## config.mk

```make
export PLATFORM = sky130hd
export DESIGN_NAME = intf_sink_collector
export DESIGN_NICKNAME = d
export VERILOG_FILES = /design/src/rtl/intf_sink_collector.sv
export SDC_FILE = /design/constraint.sdc
export NUM_CORES = 1
export LEC_CHECK = 0
export ABC_AREA = 1
export BUFFER_PORTS_ARGS = -buffer_cell sky130_fd_sc_hd__buf_2
export CORE_ASPECT_RATIO = 1.2
export CORE_UTILIZATION = 45
export CTS_BUF_LIST = sky130_fd_sc_hd__clkbuf_4 sky130_fd_sc_hd__clkbuf_8
export DETAILED_ROUTE_END_ITERATION = 7
export PLACE_DENSITY = 0.63
export SLEW_MARGIN = 40
export SYNTH_ARGS = -nofsm -noshare
export SYNTH_HDL_FRONTEND = slang
export SYNTH_SLANG_ARGS = --single-unit
```

## constraint.sdc

```tcl
create_clock -name clk -period 3.4 [get_ports clk]
set_input_delay 0.85 -clock clk [delete_from_list [all_inputs] [get_ports clk]]
set_output_delay 0.85 -clock clk [all_outputs]
set_load 0.01 [all_outputs]
```

## src/rtl/intf_sink_collector.sv

```systemverilog
// Sink-side lane collector: detects per-lane changes, scans them round-robin into an event FIFO.
// Optional build macro INTF_SINK_TIMESTAMP_EN adds a 16-bit push timestamp on output evt_time.
module intf_sink_collector #(
    parameter int N     = 6,
    parameter int DEPTH = 4,
    parameter int LW    = $clog2(N)
) (
    input  logic                     clk,
    input  logic                     rst,
    input  logic [N-1:0]             lane_in,
    output logic                     evt_valid,
    input  logic                     evt_ready,
    output logic [LW-1:0]            evt_lane,
    output logic                     evt_value,
    output logic [N-1:0]             pending,
    output logic                     overflow,
    output logic [$clog2(DEPTH):0]   evt_count
`ifdef INTF_SINK_TIMESTAMP_EN
    ,
    output logic [15:0]              evt_time
`endif
);

    localparam int PW = $clog2(DEPTH);
    localparam int CW = PW + 1;

    logic [N-1:0]  samp_q, samp_d;
    logic          init_q, init_d;
    logic [N-1:0]  pending_q, pending_d;
    logic          overflow_q, overflow_d;
    logic [LW-1:0] rr_q, rr_d;
    logic [PW-1:0] wr_q, wr_d;
    logic [PW-1:0] rd_q, rd_d;
    logic [CW-1:0] count_q, count_d;
    logic [LW-1:0] lane_mem_q [DEPTH];
    logic [LW-1:0] lane_mem_d [DEPTH];
    logic [DEPTH-1:0] val_mem_q, val_mem_d;
`ifdef INTF_SINK_TIMESTAMP_EN
    logic [15:0]   ts_q, ts_d;
    logic [15:0]   time_mem_q [DEPTH];
    logic [15:0]   time_mem_d [DEPTH];
`endif

    logic [N-1:0]  chg_s;
    logic [N-1:0]  clr_s;
    logic [LW:0]   idx_s;
    logic [LW-1:0] sel_s;
    logic          found_s;
    logic          push_s;
    logic          pop_s;
    logic          valid_s;

    // The first cycle after reset only seeds the sampler, so lanes already high raise nothing.
    always_comb begin
        samp_d = lane_in;
        init_d = 1'b0;
        if (init_q) begin
            chg_s = {N{1'b0}};
        end else begin
            chg_s = lane_in ^ samp_q;
        end
    end

    // Round-robin pick: first pending lane at or after rr_q, wrapping past N-1.
    always_comb begin
        found_s = 1'b0;
        sel_s   = {LW{1'b0}};
        idx_s   = {(LW+1){1'b0}};
        for (int k = 0; k < N; k++) begin
            idx_s = {1'b0, rr_q} + (LW+1)'(k);
            if (idx_s >= (LW+1)'(N)) begin
                idx_s = idx_s - (LW+1)'(N);
            end else begin
                idx_s = idx_s;
            end
            if (!found_s && pending_q[idx_s[LW-1:0]]) begin
                found_s = 1'b1;
                sel_s   = idx_s[LW-1:0];
            end else begin
                found_s = found_s;
            end
        end
    end

    // Fullness is judged on the registered count, before any same-cycle pop.
    always_comb begin
        valid_s = (count_q != {CW{1'b0}});
        pop_s   = valid_s && evt_ready;
        push_s  = found_s && (count_q < CW'(DEPTH));
        if (push_s) begin
            clr_s = {{(N-1){1'b0}}, 1'b1} << sel_s;
        end else begin
            clr_s = {N{1'b0}};
        end
    end

    // A change landing on a lane that is still pending (and not being queued now) loses an edge.
    always_comb begin
        pending_d  = (pending_q & ~clr_s) | chg_s;
        overflow_d = overflow_q | (|(chg_s & pending_q & ~clr_s));
        if (push_s) begin
            if (sel_s == LW'(N - 1)) begin
                rr_d = {LW{1'b0}};
            end else begin
                rr_d = sel_s + LW'(1);
            end
        end else begin
            rr_d = rr_q;
        end
    end

    // FIFO storage, pointers and occupancy.
    always_comb begin
        lane_mem_d = lane_mem_q;
        val_mem_d  = val_mem_q;
`ifdef INTF_SINK_TIMESTAMP_EN
        time_mem_d = time_mem_q;
        ts_d       = ts_q + 16'd1;
`endif
        wr_d       = wr_q;
        rd_d       = rd_q;
        if (push_s) begin
            lane_mem_d[wr_q] = sel_s;
            val_mem_d[wr_q]  = samp_q[sel_s];
`ifdef INTF_SINK_TIMESTAMP_EN
            time_mem_d[wr_q] = ts_q;
`endif
            wr_d = wr_q + PW'(1);
        end else begin
            wr_d = wr_q;
        end
        if (pop_s) begin
            rd_d = rd_q + PW'(1);
        end else begin
            rd_d = rd_q;
        end
        case ({push_s, pop_s})
            2'b10:   count_d = count_q + CW'(1);
            2'b01:   count_d = count_q - CW'(1);
            default: count_d = count_q;
        endcase
    end

    // State registers.
    always_ff @(posedge clk or posedge rst) begin
        if (rst) begin
            samp_q     <= {N{1'b0}};
            init_q     <= 1'b1;
            pending_q  <= {N{1'b0}};
            overflow_q <= 1'b0;
            rr_q       <= {LW{1'b0}};
            wr_q       <= {PW{1'b0}};
            rd_q       <= {PW{1'b0}};
            count_q    <= {CW{1'b0}};
            val_mem_q  <= {DEPTH{1'b0}};
            for (int i = 0; i < DEPTH; i++) begin
                lane_mem_q[i] <= {LW{1'b0}};
            end
`ifdef INTF_SINK_TIMESTAMP_EN
            ts_q <= 16'd0;
            for (int i = 0; i < DEPTH; i++) begin
                time_mem_q[i] <= 16'd0;
            end
`endif
        end else begin
            samp_q     <= samp_d;
            init_q     <= init_d;
            pending_q  <= pending_d;
            overflow_q <= overflow_d;
            rr_q       <= rr_d;
            wr_q       <= wr_d;
            rd_q       <= rd_d;
            count_q    <= count_d;
            val_mem_q  <= val_mem_d;
            lane_mem_q <= lane_mem_d;
`ifdef INTF_SINK_TIMESTAMP_EN
            ts_q       <= ts_d;
            time_mem_q <= time_mem_d;
`endif
        end
    end

    assign evt_valid = valid_s;
    assign evt_lane  = lane_mem_q[rd_q];
    assign evt_value = val_mem_q[rd_q];
    assign pending   = pending_q;
    assign overflow  = overflow_q;
    assign evt_count = count_q;
`ifdef INTF_SINK_TIMESTAMP_EN
    assign evt_time  = time_mem_q[rd_q];
`endif

endmodule

```

**Word-level counts from Yosys, hierarchy flattened**

Index checks and enable logic that the tools add are counted.

- Add/subtract/negate cells: 16
- $lt $le $gt $ge: 20
- Equal/unequal tests: 3
- Shifts and indexed selects: 1
- Muxes and demuxes: 47
- Bitwise logic cells: 9
- Reductions and logical operators: 17

Operators with widths:

| operator | count |
|---|---|
| $mux W3 | 16 |
| $lt A3 B4 Y1 const B | 7 |
| $bmux W1 S3 | 7 |
| $ge A4 B3 Y1 const B | 5 |
| $and A6 B6 Y6 | 3 |
| $sub A3 B3 Y3 const B | 6 |
| $mux W1 | 15 |
| $bwmux W12 | 1 |
| $mux W6 | 2 |
| $ge A3 B3 Y1 const B | 3 |
| $logic_and A1 B1 Y1 | 9 |
| $add A3 B2 Y4 const B | 2 |
| $add A3 B3 Y4 const B | 2 |
| $add A3 B1 Y3 const B | 2 |
| $bmux W3 S2 | 1 |
| $demux W3 S2 | 1 |
| $lt A2 B3 Y1 const B | 2 |
| $not A2 Y3 | 2 |
| $not A6 Y6 | 1 |
| $or A6 B6 Y6 | 1 |
| $pmux W3 S2 | 1 |
| $reduce_or A6 Y1 | 1 |
| $shl A1 B3 Y6 const A | 1 |
| $xor A6 B6 Y6 | 1 |
| other kinds (16) | 21 |

- Flip-flop bits (word level): 40
- Input port bits: 9
- Output and inout port bits: 15
- Logic and storage cells: 126

**Logic depth before layout (Yosys ltp)**

- Depth after elaboration: 26
- Gate-level depth with buffers: 27
- Gate-level depth less buffers: 27

**Worst setup path before layout**

OpenSTA, ideal clock, no wires.

- Kind: register to register
- From: register rr_q[0]
- To: register count_q[2] (netlist: evt_count[2])
- Setup time: 131 ps
- Arrival: 2999 ps
- Data required time: 3269 ps
- Slack: 270 ps
- Cell stages (with the launch flop): 20
- Path buffers: 0
- Period minus slack after synthesis: 3130 ps
- Cells stage by stage: dfrtp_1 inv_2 ha_1 inv_2 nand2_2 nand3_1 nand3_1 nand2_2 nand2_2 nand3_2 nand4_4 nor2_8 nand3_1 nand2_2 ha_1 inv_1 fa_1 a21oi_1 o21ai_0 xor2_1

- Word-level cells in the longest chain between the ends: 23
- Elaborated cells between the ends (all ways): 56
- Classes of those cells: add/sub: 11; order compare: 6; eq/ne: 2; mux: 25; reduce/logical: 12

RTL lines:

| what | line | text |
|---|---|---|
| start, declared | 31 | `logic [LW-1:0] rr_q, rr_d;` |
| start signal, assigned | 151 | `rr_q <= {LW{1'b0}};` |
| start signal, assigned | 170 | `rr_q <= rr_d;` |
| parallel branches: the longest is 19 deep, another holds $add A3 B1 Y4 | n/a |  |
| $mux W1 (*) | 76 | `if (!found_s && pending_q[idx_s[LW-1:0]]) begin` |
| $logic_and A1 B1 Y1 (*) | 89 | `push_s = found_s && (count_q < CW'(DEPTH));` |
| $eq A2 B1 Y1 / $eq A2 B2 Y1 (equally long branches) | 137 | `case ({push_s, pop_s})` |
| $pmux W3 S2 / $reduce_bool A2 Y1 (equally long branches) | n/a |  |
| end signal, assigned | 154 | `count_q <= {CW{1'b0}};` |
| end signal, assigned | 173 | `count_q <= count_d;` |
| end, declared | 34 | `logic [CW-1:0] count_q, count_d;` |

Mark *: on every way between the ends. The select of a mux whose other input is x is not followed.
A chain may end at the register's enable or synchronous reset.

**Worst setup path after layout**

- From: register rr_q[1]
- To: register count_q[2] (netlist: evt_count[2])

Same word-level chain as after synthesis.

==> summary.txt <==
Hold path
  • Hold path cells: 2
  • Min-Delay Startpoint: val_mem_q[2]
  • Worst hold-check path type: flop to flop
  • Hold worst-path end: val_mem_q[2]

STA
  • Final Hold Fails: 0
  • Final setup fails: 0
  • Slew HR: between 60% and 70%
  • Final period utilization: approximately 93%
  • Final Max Slew Viols: 0
  • Worst-Margin Slew: roughly 0.59 ns
  • Fmax: about 0.32 GHz
  • Tmin final: ~3.1 ns
  • Skew final: ~0.013 ns
  • TNS Setup: 0 ns

Critical path
  • Crit path max-delay cell type: dfrtp_1
  • Reg-to-reg slack, setup: 0.25 ns
  • Worst Path Buf+Inv: 3
  • Critical Path Source Type: flop
  • Crit path DAT: 3.32 ns
  • Worst path cell trace: buf_4 -> ha_2 -> inv_2 -> o21ai_0 -> o21ai_1 -> nand2_2 -> nand4_4 -> nor2_8 -> nand3_1 -> nand2_2 -> ha_1 -> inv_1 -> fa_1 -> a21oi_1 -> o21ai_0 -> xor2_1
  • R2r startpoint: rr_q[1]
  • Critical Path End Type: flop
  • Largest delay contributor family on the critical path: adder cells
  • Worst EP required: roughly 3.6 ns
  • R2r endpoint: evt_count[2]
  • R2R cell count: 16
  • Crit-path max cell delay: 0.39 ns
  • Worst Setup Path Type: flop to flop
  • Crit Path Max Fanout: 7

Die
  • Std cell rows: 31
  • Core area: 6090 um2
  • Initial Util: 46.8%
  • Die X-Extent: ~75 um
  • Die height: about 90 um
  • Die ar.: between 6000 and 7000 um2
  • Ports: 24

Layout
  • Filler Cell Count: approximately 620
  • Synth-to-layout area growth: 14.2%
  • Commonest non-fill, non-tap cells in the layout: 98 x nand2_1, 38 x dfrtp_1, 36 x o21ai_0
  • Layout cells sized above 1: 24.0%
  • Nets: ~440
  • Commonest non-fill, non-tap cell in the layout: nand2_1
  • Antenna fix cells: 0

Clocking
  • Cts bufs inserted: 5
  • Clk pin slew, worst setup/hold paths: 0.09 ns
  • Clk buf depth: 2
  • Htree depth: 2
  • Worst-Skew Late Latency: roughly 0.30 ns
  • Root buffer cell: clkbuf_8
  • Clock Sinks: 40
  • CTS tree: yes

Place
  • Hpwl dp: 5.08 mm
  • Port Buf Inserts: 23
  • GP Congestion: approximately 0.85

Route
  • Wire per inst: 13.1 um
  • TritonRoute pass-1 iters: 4
  • Via count: around 2500
  • DRC: 0
  • Detailed Route WL: 6.46 mm
  • DRT iter0 DRCs: approximately 120
  • WL met1: roughly 2.9 mm
  • Total length of routed met2 wires: 3.36 mm
  • Detail Route Antenna Nets: 0
  • Post-DR vias/cell: just over 5
  • Routed wl met3: 130 um
  • Top layer in use: met4

Synthesis
  • Mapped Area: between 2000 and 3000 um2
  • Mean post-synth cell area: roughly 7.5 um2
  • Sequential area share after synthesis: 35.2%
  • Most common flop cell mapped by yosys: dfrtp_1
  • Async S/R FF share, synth: between 90% and 100%
  • Synthesis warning total: 0
  • Post-Synthesis Cells: between 300 and 400
  • Post-synth EDFFs: 0
  • Yosys reg bits: 40
  • Share of the synthesized area in the top cell type: between 30% and 40%
  • Largest cells by area after synthesis: dfrtp_1 34%, nand2_1 13%, o21ai_0 6.3%, ha_1 6.2%, nand3_1 4.7%
  • Top cell type by total area after synthesis: dfrtp_1
  • Syn_nets: roughly 400
  • Yosys cell types: 40

Global route
  • GRT Resource Usage Total: a little over a fifth
  • Global-route wire length before repair: between 10 and 15 mm
  • Antenna violations before repair: 0
  • Vias in the first global route: approximately 2400
  • Largest net degree at the start of global routing: 27
  • Total gr overflow: 0

Status
  • Run status: finished clean

Run
  • Max-cap viol count: 0
registers in the layout, indices dropped and copies added (netlist names):
register and flops:
lane_mem_q 12, pending 6, samp_q 6, val_mem_q 4, evt_count 3, rr_q 3
rd_q 2, wr_q 2, init_q 1, overflow 1
cell usage after synthesis, types with 2 or more instances:
cell type,instances
ha_1,14
o22ai_1,4
nor3b_1,2
nand3_2,5
nand2_2,18
nor2_4,3
dfrtp_1,39
nand4_1,5
o21ai_1,7
nand3b_1,2
inv_2,8
xor2_1,5
nor2_1,30
o21bai_1,2
a21oi_1,8
or2_2,3
o21ai_0,36
nand2_1,98
o21ai_2,4
buf_6,3
nand3_1,27
nor2_2,2
inv_1,35
o211ai_1,2
per-stage QoR:
stage | hold slack (ns) | cell area (um2) | std cells | setup slack (ns) | util [%]
floorplan | 0.444 | 2850 | 378 | 0.270 | -
global placement | 0.462 | 3070 | 485 | 0.196 | 50.5
detailed placement | 0.462 | 3070 | 485 | 0.142 | 50.5
CTS | 0.488 | 3190 | 493 | 0.109 | 52.5
global route | 0.502 | 3250 | 495 | -0.00641 | 53.4
finish | 0.484 | 3250 | 495 | 0.250 | 53.4
logic make-up after synthesis:
family                   after synthesis  share of synthesized area, %
AO/OA/AOI/OAI                         65                          13.4
XOR/XNOR                               7                          2.42
adder cells (fa/ha/maj)               15                          6.85
buffers and inverters                 48                          7.21
flip-flops                            40                          35.2
other                                  1                         0.132
AND/OR/NAND/NOR                      202                          34.8
metal layers:
layer | vias to the layer above | global-route usage (%)
met5 | - | 0
met4 | 0 | 6.86
met3 | 9 | 4.17
met2 | 31 | 38.2
met1 | 1180 | 24.9
li1 | 1299 | -
worst max-delay path by stage:
stage	start	endpoint	slack (ns)	cells past startpoint
2_1_floorplan	rr_q[0]	evt_count[2]	0.27	19
3_3_place_gp	rr_q[1]	evt_count[2]	0.20	19
3_5_place_dp	rr_q[1]	evt_count[2]	0.14	19
4_1_cts	rr_q[1]	evt_count[2]	0.11	19
5_1_grt	rr_q[1]	evt_count[2]	-0.006	16
6_report	rr_q[1]	evt_count[2]	0.25	16
worst register-to-register path, stage by stage, from the launching register on:
cell and delay, ns:
dfrtp_1 0.39, buf_4 0.19, ha_2 0.27, inv_2 0.08, o21ai_0 0.24, o21ai_1 0.13, nand2_2 0.16, nand4_4 0.17
nor2_8 0.16, nand3_1 0.10, nand2_2 0.14, ha_1 0.15, inv_1 0.07, fa_1 0.38, a21oi_1 0.14, o21ai_0 0.11
xor2_1 0.15
final cells by class:
class	count	area [um2]	share of cell area (%)
Multi-Input combinational cell	290	1670	51.4
Sequential cell	40	1000	30.9
Timing Repair Buffer	31	179	5.50
Inverter	44	175	5.39
Tap cell	82	103	3.16
Clock buffer	6	82.6	2.54
Clock inverter	2	38.8	1.19
what timing repair did:
action                                  in CTS  in global routing
hold buffers                                 0                  0
endpoints found under the setup margin       0                  3
resized for setup                            0                 12
buffers inserted                             0                  2
hold endpoints to repair                     0                  0
Power is not shown: default switching activity piles up to over one toggle a cycle in this logic, so the estimate is an artifact.
